==> config.mk <==
export PLATFORM = sky130hd
export DESIGN_NAME = mult_seq_ctrl
export DESIGN_NICKNAME = d
export VERILOG_FILES = /design/src/rtl/mult_seq_ctrl.sv
export SDC_FILE = /design/constraint.sdc
export NUM_CORES = 1
export LEC_CHECK = 0
export CORE_ASPECT_RATIO = 0.9
export CORE_MARGIN = 1
export CORE_UTILIZATION = 46
export DETAILED_ROUTE_END_ITERATION = 8
export DONT_BUFFER_PORTS = 1
export GPL_TIMING_DRIVEN = 0
export SETUP_SLACK_MARGIN = 0.02
export SLEW_MARGIN = 25
export SYNTH_ARGS = -nofsm -noshare
export SYNTH_HDL_FRONTEND = slang
export SYNTH_SLANG_ARGS = --single-unit
export TNS_END_PERCENT = 1
==> constraint.sdc <==
create_clock -name clk -period 5 [get_ports clk]
set_input_delay 0.5 -clock clk [delete_from_list [all_inputs] [get_ports clk]]
set_output_delay 0.5 -clock clk [all_outputs]
set_load 0.05 [all_outputs]
==> src/rtl/mult_seq_ctrl.sv <==
// Iterative WxW multiply controller: one product is built from four passes through an
// external (W/2)x(W/2) core, summing the shifted partial products into r_acc.
//   state  | meaning
//   S_IDLE | waiting for an operand pair, in_ready high
//   S_MUL  | one partial product accumulated per cycle, r_step selects which
//   S_DONE | result presented on p, held until the sink takes it
module mult_seq_ctrl #(
  parameter int W = 8
) (
  input  logic             clk,
  input  logic             rst_n,
  input  logic             in_valid,
  output logic             in_ready,
  input  logic [W-1:0]     a,
  input  logic [W-1:0]     b,
  output logic             out_valid,
  input  logic             out_ready,
  output logic [2*W-1:0]   p,
  output logic [W/2-1:0]   mul_a,
  output logic [W/2-1:0]   mul_b,
  input  logic [W-1:0]     mul_p,
  output logic             busy
);

  localparam int H = W / 2;

  typedef enum logic [1:0] {S_IDLE, S_MUL, S_DONE} state_t;

  state_t         r_state;
  logic [1:0]     r_step;
  logic [W-1:0]   r_ra;
  logic [W-1:0]   r_rb;
  logic [2*W-1:0] r_acc;
  logic           r_in_ready;
  logic           r_out_valid;
  logic           r_busy;

  logic [2*W-1:0] w_pp;
  logic [2*W-1:0] w_term;
  logic [H-1:0]   w_mul_a;
  logic [H-1:0]   w_mul_b;

  assign w_pp = {{W{1'b0}}, mul_p};

  // step[1] picks the a half, step[0] the b half: ll, lh, hl, hh
  always_comb begin
    w_mul_a = '0;
    w_mul_b = '0;
    if (r_state == S_MUL) begin
      w_mul_a = r_step[1] ? r_ra[W-1:H] : r_ra[H-1:0];
      w_mul_b = r_step[0] ? r_rb[W-1:H] : r_rb[H-1:0];
    end
  end

  always_comb begin
    w_term = w_pp;
    case (r_step)
      2'd1, 2'd2: w_term = w_pp << H;
      2'd3:       w_term = w_pp << (2 * H);
      default:    w_term = w_pp;
    endcase
  end

  always_ff @(posedge clk or negedge rst_n) begin
    if (!rst_n) begin
      r_state     <= S_IDLE;
      r_step      <= '0;
      r_ra        <= '0;
      r_rb        <= '0;
      r_acc       <= '0;
      r_in_ready  <= 1'b1;
      r_out_valid <= 1'b0;
      r_busy      <= 1'b0;
    end else begin
      unique case (r_state)
        S_IDLE: begin
          if (in_valid) begin
            r_ra       <= a;
            r_rb       <= b;
            r_acc      <= '0;
            r_step     <= '0;
            r_state    <= S_MUL;
            r_in_ready <= 1'b0;
            r_busy     <= 1'b1;
          end
        end
        S_MUL: begin
          // sum wraps modulo 2^(2W); an approximate core may overflow it
          r_acc  <= r_acc + w_term;
          r_step <= r_step + 2'd1;
          if (r_step == 2'd3) begin
            r_state     <= S_DONE;
            r_out_valid <= 1'b1;
          end
        end
        S_DONE: begin
          if (out_ready) begin
            r_state     <= S_IDLE;
            r_out_valid <= 1'b0;
            r_busy      <= 1'b0;
            r_in_ready  <= 1'b1;
          end
        end
        default: begin
          r_state     <= S_IDLE;
          r_out_valid <= 1'b0;
          r_busy      <= 1'b0;
          r_in_ready  <= 1'b1;
        end
      endcase
    end
  end

  assign in_ready  = r_in_ready;
  assign out_valid = r_out_valid;
  assign busy      = r_busy;
  assign p         = r_acc;
  assign mul_a     = w_mul_a;
  assign mul_b     = w_mul_b;

endmodule

==> flow_summary.json, run 1 <==
{
  "result_of_the_run": "complete, no violations",
  "post_route_cells_drive_above_1_share_pct": 7.42,
  "post-cts-setup-buffers": 0,
  "critPathMaxFanout": 10,
  "setup_repair_after_global_routing_missed_its_margin": "false",
  "post_synthesis_share_of_cell_area_spent_on_and_or_nand_and_nor_gates_pct": 16.4,
  "detailedRoute.firstPassIterationCount": 4,
  "first_iter_violations": 147,
  "worst_pin_slew_ns": 0.897,
  "core-area_sq_um": 5290,
  "yosys.area.top_type_share_pct": 37.3,
  "floorplan.die_area_sq_um": 5840,
  "cts.reportedPaths.clkPinSlew_ns": 0.08,
  "areaGrowthSynthToFinish_pct": 7.56,
  "post_synth_inst_count": 274,
  "yosys_register_bits": 39,
  "port_buffers": 0,
  "asyncSetResetFlopFracSynth_pct": 100,
  "ff_latch_area_sq_um": 977,
  "synth.net_count": 320,
  "globalRouteTotalUtil_pct": 22.0,
  "synth.area.top_cells": "sky130_fd_sc_hd__dfrtp_1 (37%), sky130_fd_sc_hd__ha_1 (8.3%), sky130_fd_sc_hd__mux2_1 (7.1%), sky130_fd_sc_hd__nand2_1 (5.6%), sky130_fd_sc_hd__mux2i_1 (3.5%)",
  "remaining_max_slew_budget_at_the_tightest_pin_pct": 39.9,
  "io_pins": 55,
  "initial_core_utilization_pct": 48.2,
  "cts_tree": "built",
  "fin_crit_sh_pct": 66.7,
  "finalWorstSetupSlack_ns": 1.67,
  "setup-tns-final_ns": 0,
  "clkLatencyLatePin_ns": 0.30,
  "drt.antenna.violating_nets": 0,
  "synthAdderAreaFrac_pct": 9.14,
  "synth_top_family_by_area": "compound AO/OA/AOI/OAI gates",
  "cell_with_the_biggest_individual_delay_on_the_critical_path": "sky130_fd_sc_hd__a221oi_2",
  "period_minus_slack_ns": 3.33,
  "num-fill-cells": 497,
  "synth-main-ff-cell": "sky130_fd_sc_hd__dfrtp_1",
  "finalInstanceArea_sq_um": 2740,
  "grt_pass1_wl_microns": 9650,
  "drv.max_cap_violation_count": 0,
  "dr_total_vias": 2009,
  "muxShareOfSynthArea_pct": 10.6,
  "crit_path_max_incr_delay_ns": 0.45,
  "fin_cells": 350,
  "finalMaxSlewViolations": 0,
  "max_freq_ghz": 0.300,
  "crit_chain": "clkbuf_1 > inv_1 > ha_1 > clkbuf_1 > and2_1 > ha_1 > fa_1 > a21o_1 > a221oi_2 > nand4b_1 > and3_1 > o31ai_2",
  "globalRoute.totalOverflow": 0,
  "setup.worst_path.start_class": "flip-flop",
  "dieHeight_microns": 72.6,
  "finalNetCount": 328,
  "cts_repair_resize_count": 0,
  "syn-mean-instance-area_sq_um": 9.30,
  "compound_cell_area_share_of_the_yosys_netlist_pct": 19.1,
  "antenna_cells_inserted": 0,
  "critical_path_buf_inv_count": 3,
  "synthesis.area_sq_um": 2550,
  "cp.arrival_ns": 3.52,
  "synth_cell_types": 44,
  "synth_enable_flop_cells": 0,
  "numCtsBuffers": 5,
  "detailed_place_hpwl_microns": 4320,
  "family_of_cells_with_the_greatest_summed_delay_on_the_critical_path": "adder cells",
  "cp-end-kind": "flip-flop",
  "totalWireLength_microns": 5860,
  "placement.setup.worst_slack_ns": 1.70,
  "area_taken_by_multi_input_logic_gates_sq_um": 1490,
  "cp_data_required_time_ns": 5.18,
  "rows": 25,
  "remaining_drc_errors": 0,
  "maximum_number_of_pins_on_one_net_before_global_route_repair": 39,
  "synth_commonest_cells": "sky130_fd_sc_hd__dfrtp_1 (38), sky130_fd_sc_hd__nand2_1 (38), sky130_fd_sc_hd__nor2_1 (20), sky130_fd_sc_hd__ha_1 (17), sky130_fd_sc_hd__mux2_1 (16)",
  "ys.warnings.count": 0,
  "synth.yosys.seq_area_share_pct": 38.4,
  "antenna_found_initial": 0,
  "fraction_of_synthesized_cell_area_in_xor_and_xnor_cells_pct": 3.09,
  "detail_route.wl_per_cell_microns": 16.7,
  "report.final.hold_viol_count": 0,
  "fin_worst_skew_ns": 0.00742,
  "post-synth-top-area-cell": "sky130_fd_sc_hd__dfrtp_1",
  "critPathKind": "flip-flop to flip-flop",
  "clock_sinks": 39,
  "cts_htree_levels": 2,
  "grt_pass1_vias": 1871,
  "ctsRootBufferMaster": "sky130_fd_sc_hd__clkbuf_8",
  "finalSetupViolCount": 0,
  "dpl_cells": 341,
  "cts_max_path_buffers": 2,
  "hp-class": "primary input to async pin",
  "dpl_cell_area_sq_um": 2630,
  "finalWeightedCongestion": 0.819,
  "die_x_microns": 80.4,
  "vias_per_std_cell": 5.74
}
## flip-flops by register name, summed over array words and instances (netlist names)
| signal | count |
|---|---|
| in_ready | 1 |
| out_valid | 1 |
| r_ra | 8 |
| p | 16 |
| r_state | 2 |
| busy | 1 |
| r_rb | 8 |
| r_step | 2 |
## cells by family (layout without fill, tap and decap cells)
kind of cell,after synthesis,in the layout
and+or+nand+nor,90,90
muxes,25,25
DFF,39,39
xor gates and xnor gates,9,9
adders and majority gates,18,18
AOI/OAI and AO/OA,72,72
buffers and inverters,21,30
## layer usage
| metal | global-route usage [%] | vias to the layer above | part of all wire [%] |
|---|---|---|---|
| met5 | 0 | - | 0 |
| met4 | 5.36 | 0 | 1.0 |
| met3 | 7.00 | 6 | 6.6 |
| met2 | 32.8 | 57 | 42 |
| met1 | 30.9 | 953 | 50 |
| li1 | - | 993 | - |
## cell usage in the layout, fill, tap and decap left out, types with 3 or more instances in the layout
cell	count
sky130_fd_sc_hd__o21ai_1	13
sky130_fd_sc_hd__buf_2	5
sky130_fd_sc_hd__nor2_1	20
sky130_fd_sc_hd__nor2b_1	4
sky130_fd_sc_hd__dfrtp_1	38
sky130_fd_sc_hd__ha_1	17
sky130_fd_sc_hd__a31oi_1	3
sky130_fd_sc_hd__xor2_1	5
sky130_fd_sc_hd__mux2i_1	9
sky130_fd_sc_hd__o21ai_0	7
sky130_fd_sc_hd__a21oi_1	14
sky130_fd_sc_hd__xnor2_1	4
sky130_fd_sc_hd__a41oi_1	3
sky130_fd_sc_hd__a22oi_1	4
sky130_fd_sc_hd__and3_1	4
sky130_fd_sc_hd__mux2_1	16
sky130_fd_sc_hd__nand2_1	38
sky130_fd_sc_hd__o21bai_1	3
sky130_fd_sc_hd__clkbuf_1	8
sky130_fd_sc_hd__a21o_1	6
sky130_fd_sc_hd__nand3_1	5
sky130_fd_sc_hd__and2_1	11
sky130_fd_sc_hd__inv_1	8
sky130_fd_sc_hd__clkbuf_8	5
## worst reg2reg max path, stage by stage (launching register included)
cell                       delay (ns)
sky130_fd_sc_hd__dfrtp_1         0.35
sky130_fd_sc_hd__clkbuf_1        0.36
sky130_fd_sc_hd__inv_1           0.09
sky130_fd_sc_hd__ha_1            0.27
sky130_fd_sc_hd__clkbuf_1        0.22
sky130_fd_sc_hd__and2_1          0.19
sky130_fd_sc_hd__ha_1            0.20
sky130_fd_sc_hd__fa_1            0.41
sky130_fd_sc_hd__a21o_1          0.21
sky130_fd_sc_hd__a221oi_2        0.45
sky130_fd_sc_hd__nand4b_1        0.22
sky130_fd_sc_hd__and3_1          0.18
sky130_fd_sc_hd__o31ai_2         0.06
## through the flow
| step | hold slack, ns | util [%] |
|---|---|---|
| after floorplan | 0.204 | - |
| after global placement | 0.205 | 49.8 |
| after detailed placement | 0.206 | 49.8 |
| after CTS | 0.0298 | 51.8 |
| after global routing | 0.0130 | 51.8 |
| final | 0.0313 | 51.8 |
## area by class of cell
cell class | count | area share, %
sequential | 39 | 35.7
multi-input combinational | 214 | 54.2
tap | 67 | 3.06
clock inverter | 3 | 0.731
timing repair buffer | 1 | 0.731
clock buffer | 5 | 2.51
buffer | 13 | 2.01
inverter | 8 | 1.10
## timing repair
action,CTS,global route
setup endpoints to repair,0,0
endpoints found under the hold margin,38,0
hold buffers,1,0
## path summary, 6_finish.rpt
path | startpoint | end | slack (ns) | cells past startpoint
min reg2reg | r_rb[0]$_DFFE_PN0P_ | r_rb[0]$_DFFE_PN0P_ | 0.49 | 1
min in group clk | b[0] | r_rb[0]$_DFFE_PN0P_ | 0.33 | 1
max in group asynchronous | rst_n | out_valid$_DFFE_PN0P_ | 4.77 | 1
max | r_step[0]$_DFFE_PN0P_ | p[14]$_DFFE_PN0P_ | 1.67 | 12
min | rst_n | p[2]$_DFFE_PN0P_ | 0.03 | 1
max reg2reg | r_step[0]$_DFFE_PN0P_ | p[14]$_DFFE_PN0P_ | 1.67 | 12
Power of run 1 is left out: the tool's default activity adds up to more than one toggle a clock period on the data nets, which glitch-free logic cannot reach.
==> inputs of run 2 (changes only) <==
==> constraint.sdc (replaced) <==
create_clock -name clk -period 3.44 [get_ports clk]
set_input_delay 0.344 -clock clk [delete_from_list [all_inputs] [get_ports clk]]
set_output_delay 0.344 -clock clk [all_outputs]
set_load 0.05 [all_outputs]
==> flow_summary.json, run 2 (synthesized netlist as in run 1, its figures left out) <==
{
  "core-area_sq_um": 5290,
  "worst_hold_startpoint": "b[0]",
  "maximum_number_of_pins_on_one_net_before_global_route_repair": 40,
  "finalInstanceArea_sq_um": 2760,
  "finalMaxSlewViolations": 0,
  "cts_tree": "built",
  "rows": 25,
  "areaGrowthSynthToFinish_pct": 8.30,
  "clkLatencyLatePin_ns": 0.30,
  "floorplan.die_area_sq_um": 5840,
  "period_minus_slack_ns": 3.05,
  "drt.antenna.violating_nets": 0,
  "result_of_the_run": "complete, no violations",
  "cp.arrival_ns": 3.24,
  "max_freq_ghz": 0.328,
  "die_x_microns": 80.4,
  "report.final.hold_viol_count": 0,
  "remaining_drc_errors": 0,
  "cts.reportedPaths.clkPinSlew_ns": 0.09,
  "finalWeightedCongestion": 0.819,
  "totalWireLength_microns": 5840,
  "critical-path-top-cell-by-count": "sky130_fd_sc_hd__ha_1",
  "hp-class": "primary input to flip-flop",
  "cts_htree_levels": 2,
  "drv.max_cap_violation_count": 0,
  "crit_path_max_incr_delay_ns": 0.41,
  "post_route_cells_drive_above_1_share_pct": 7.77,
  "globalRoute.totalOverflow": 0,
  "vias_per_std_cell": 5.71,
  "family_of_cells_with_the_greatest_summed_delay_on_the_critical_path": "adder cells",
  "crit_chain": "clkbuf_2 > inv_1 > ha_1 > clkbuf_1 > and2_1 > ha_1 > fa_1 > a21o_1 > a221oi_4 > nand4b_1 > and3_1 > o31ai_2",
  "dr_total_vias": 1998,
  "setup_repair_after_global_routing_missed_its_margin": "false",
  "grt_pass1_wl_microns": 9620,
  "io_pins": 55,
  "mostFrequentLayoutCells": "sky130_fd_sc_hd__nand2_1 (38), sky130_fd_sc_hd__dfrtp_1 (38), sky130_fd_sc_hd__nor2_1 (20)",
  "worst_pin_slew_ns": 0.897,
  "finalSetupViolCount": 0,
  "critical_path_buf_inv_count": 3,
  "initial_core_utilization_pct": 48.2,
  "cp_data_required_time_ns": 3.62,
  "detailedRoute.firstPassIterationCount": 4,
  "antenna_found_initial": 0,
  "fin_crit_sh_pct": 88.7,
  "critical_path.startpoint": "r_step[0]$_DFFE_PN0P_",
  "grt_pass1_vias": 1879,
  "first_iter_violations": 145,
  "final_core_util_pct": 52.2,
  "port_buffers": 0,
  "dpl_cell_area_sq_um": 2630,
  "largest_reg_flops": 16,
  "setup-tns-final_ns": 0,
  "cts_max_path_buffers": 2,
  "clock_sinks": 39,
  "setup.worst_path.start_class": "flip-flop",
  "detail_route.wl_per_cell_microns": 16.7,
  "cell_with_the_biggest_individual_delay_on_the_critical_path": "sky130_fd_sc_hd__fa_1",
  "globalRouteTotalUtil_pct": 21.8,
  "critPathKind": "flip-flop to flip-flop",
  "dieHeight_microns": 72.6,
  "critPathMaxFanout": 10,
  "ctsRootBufferMaster": "sky130_fd_sc_hd__clkbuf_8",
  "finalNetCount": 328,
  "fin_worst_skew_ns": 0.00746,
  "antenna_cells_inserted": 0,
  "remaining_max_slew_budget_at_the_tightest_pin_pct": 40.0,
  "regToRegStartpoint": "r_step[0]$_DFFE_PN0P_",
  "detailed_place_hpwl_microns": 4320,
  "numCtsBuffers": 5,
  "cp-end-kind": "flip-flop"
}
run 2: cell count changes in the layout (fill, tap and decap cells not counted), sizes merged:
cell         delta
clkbuf          -1
dlygate4sd3     +1
run 2: timing repair:
| item | in CTS | in global routing |
|---|---|---|
| hold buffers | 2 | 0 |
| endpoints found under the hold margin | 39 | 0 |
| gates resized for setup | 0 | 3 |
| setup buffers | 0 | 0 |
| endpoints found under the setup margin | 0 | 6 |
run 2: metal layers:
| metal | vias to the layer above | track usage, % | share of wire (%) |
|---|---|---|---|
| met3 | 4 | 7.00 | 6.5 |
| met5 | - | 0 | 0 |
| met4 | 0 | 5.36 | 0.74 |
| met2 | 53 | 33.1 | 43 |
| li1 | 990 | - | - |
| met1 | 951 | 30.2 | 50 |
run 2: area by class of cell:
class / instances / area, sq um
Clock buffer: 5 / 68.8
Inverter: 8 / 30.0
Tap cell: 67 / 83.8
Fill cell: 497 / 2530
Clock inverter: 3 / 20.0
Multi-Input combinational cell: 214 / 1500
Timing Repair Buffer: 2 / 30.0
Sequential cell: 39 / 977
Buffer: 12 / 52.6
run 2: worst paths after layout:
path	to	slack (ns)	cells past startpoint
setup / recovery	p[14]$_DFFE_PN0P_	0.39	12
setup reg to reg	p[14]$_DFFE_PN0P_	0.39	12
min in group asynchronous	p[2]$_DFFE_PN0P_	0.52	2
hold / removal	r_rb[0]$_DFFE_PN0P_	0.17	1
max in group asynchronous	in_ready$_DFFE_PN1P_	2.65	2
hold reg to reg	r_ra[1]$_DFFE_PN0P_	0.49	1
run 2: through the flow:
step,setup WS (ns),hold slack (ns),std cells
2_1_floorplan,0.564,0.0484,274
3_3_place_gp,0.138,0.0494,341
3_5_place_dp,0.140,0.0496,341
4_1_cts,0.129,0.170,351
5_1_grt,0.0982,0.157,350
6_report,0.387,0.171,350
Power of run 2 is left out for the same reason.
==> inputs of run 3 (changes only) <==
--- a/config.mk
+++ b/config.mk
@@ -11,6 +11,7 @@
 export DETAILED_ROUTE_END_ITERATION = 8
 export DONT_BUFFER_PORTS = 1
 export GPL_TIMING_DRIVEN = 0
+export HOLD_SLACK_MARGIN = 0.12
 export SETUP_SLACK_MARGIN = 0.02
 export SLEW_MARGIN = 25
 export SYNTH_ARGS = -nofsm -noshare
==> results of run 3 <==
The final DEF is identical to that of run 2; final timing and power are the same.
Power of run 3 is left out for the same reason.
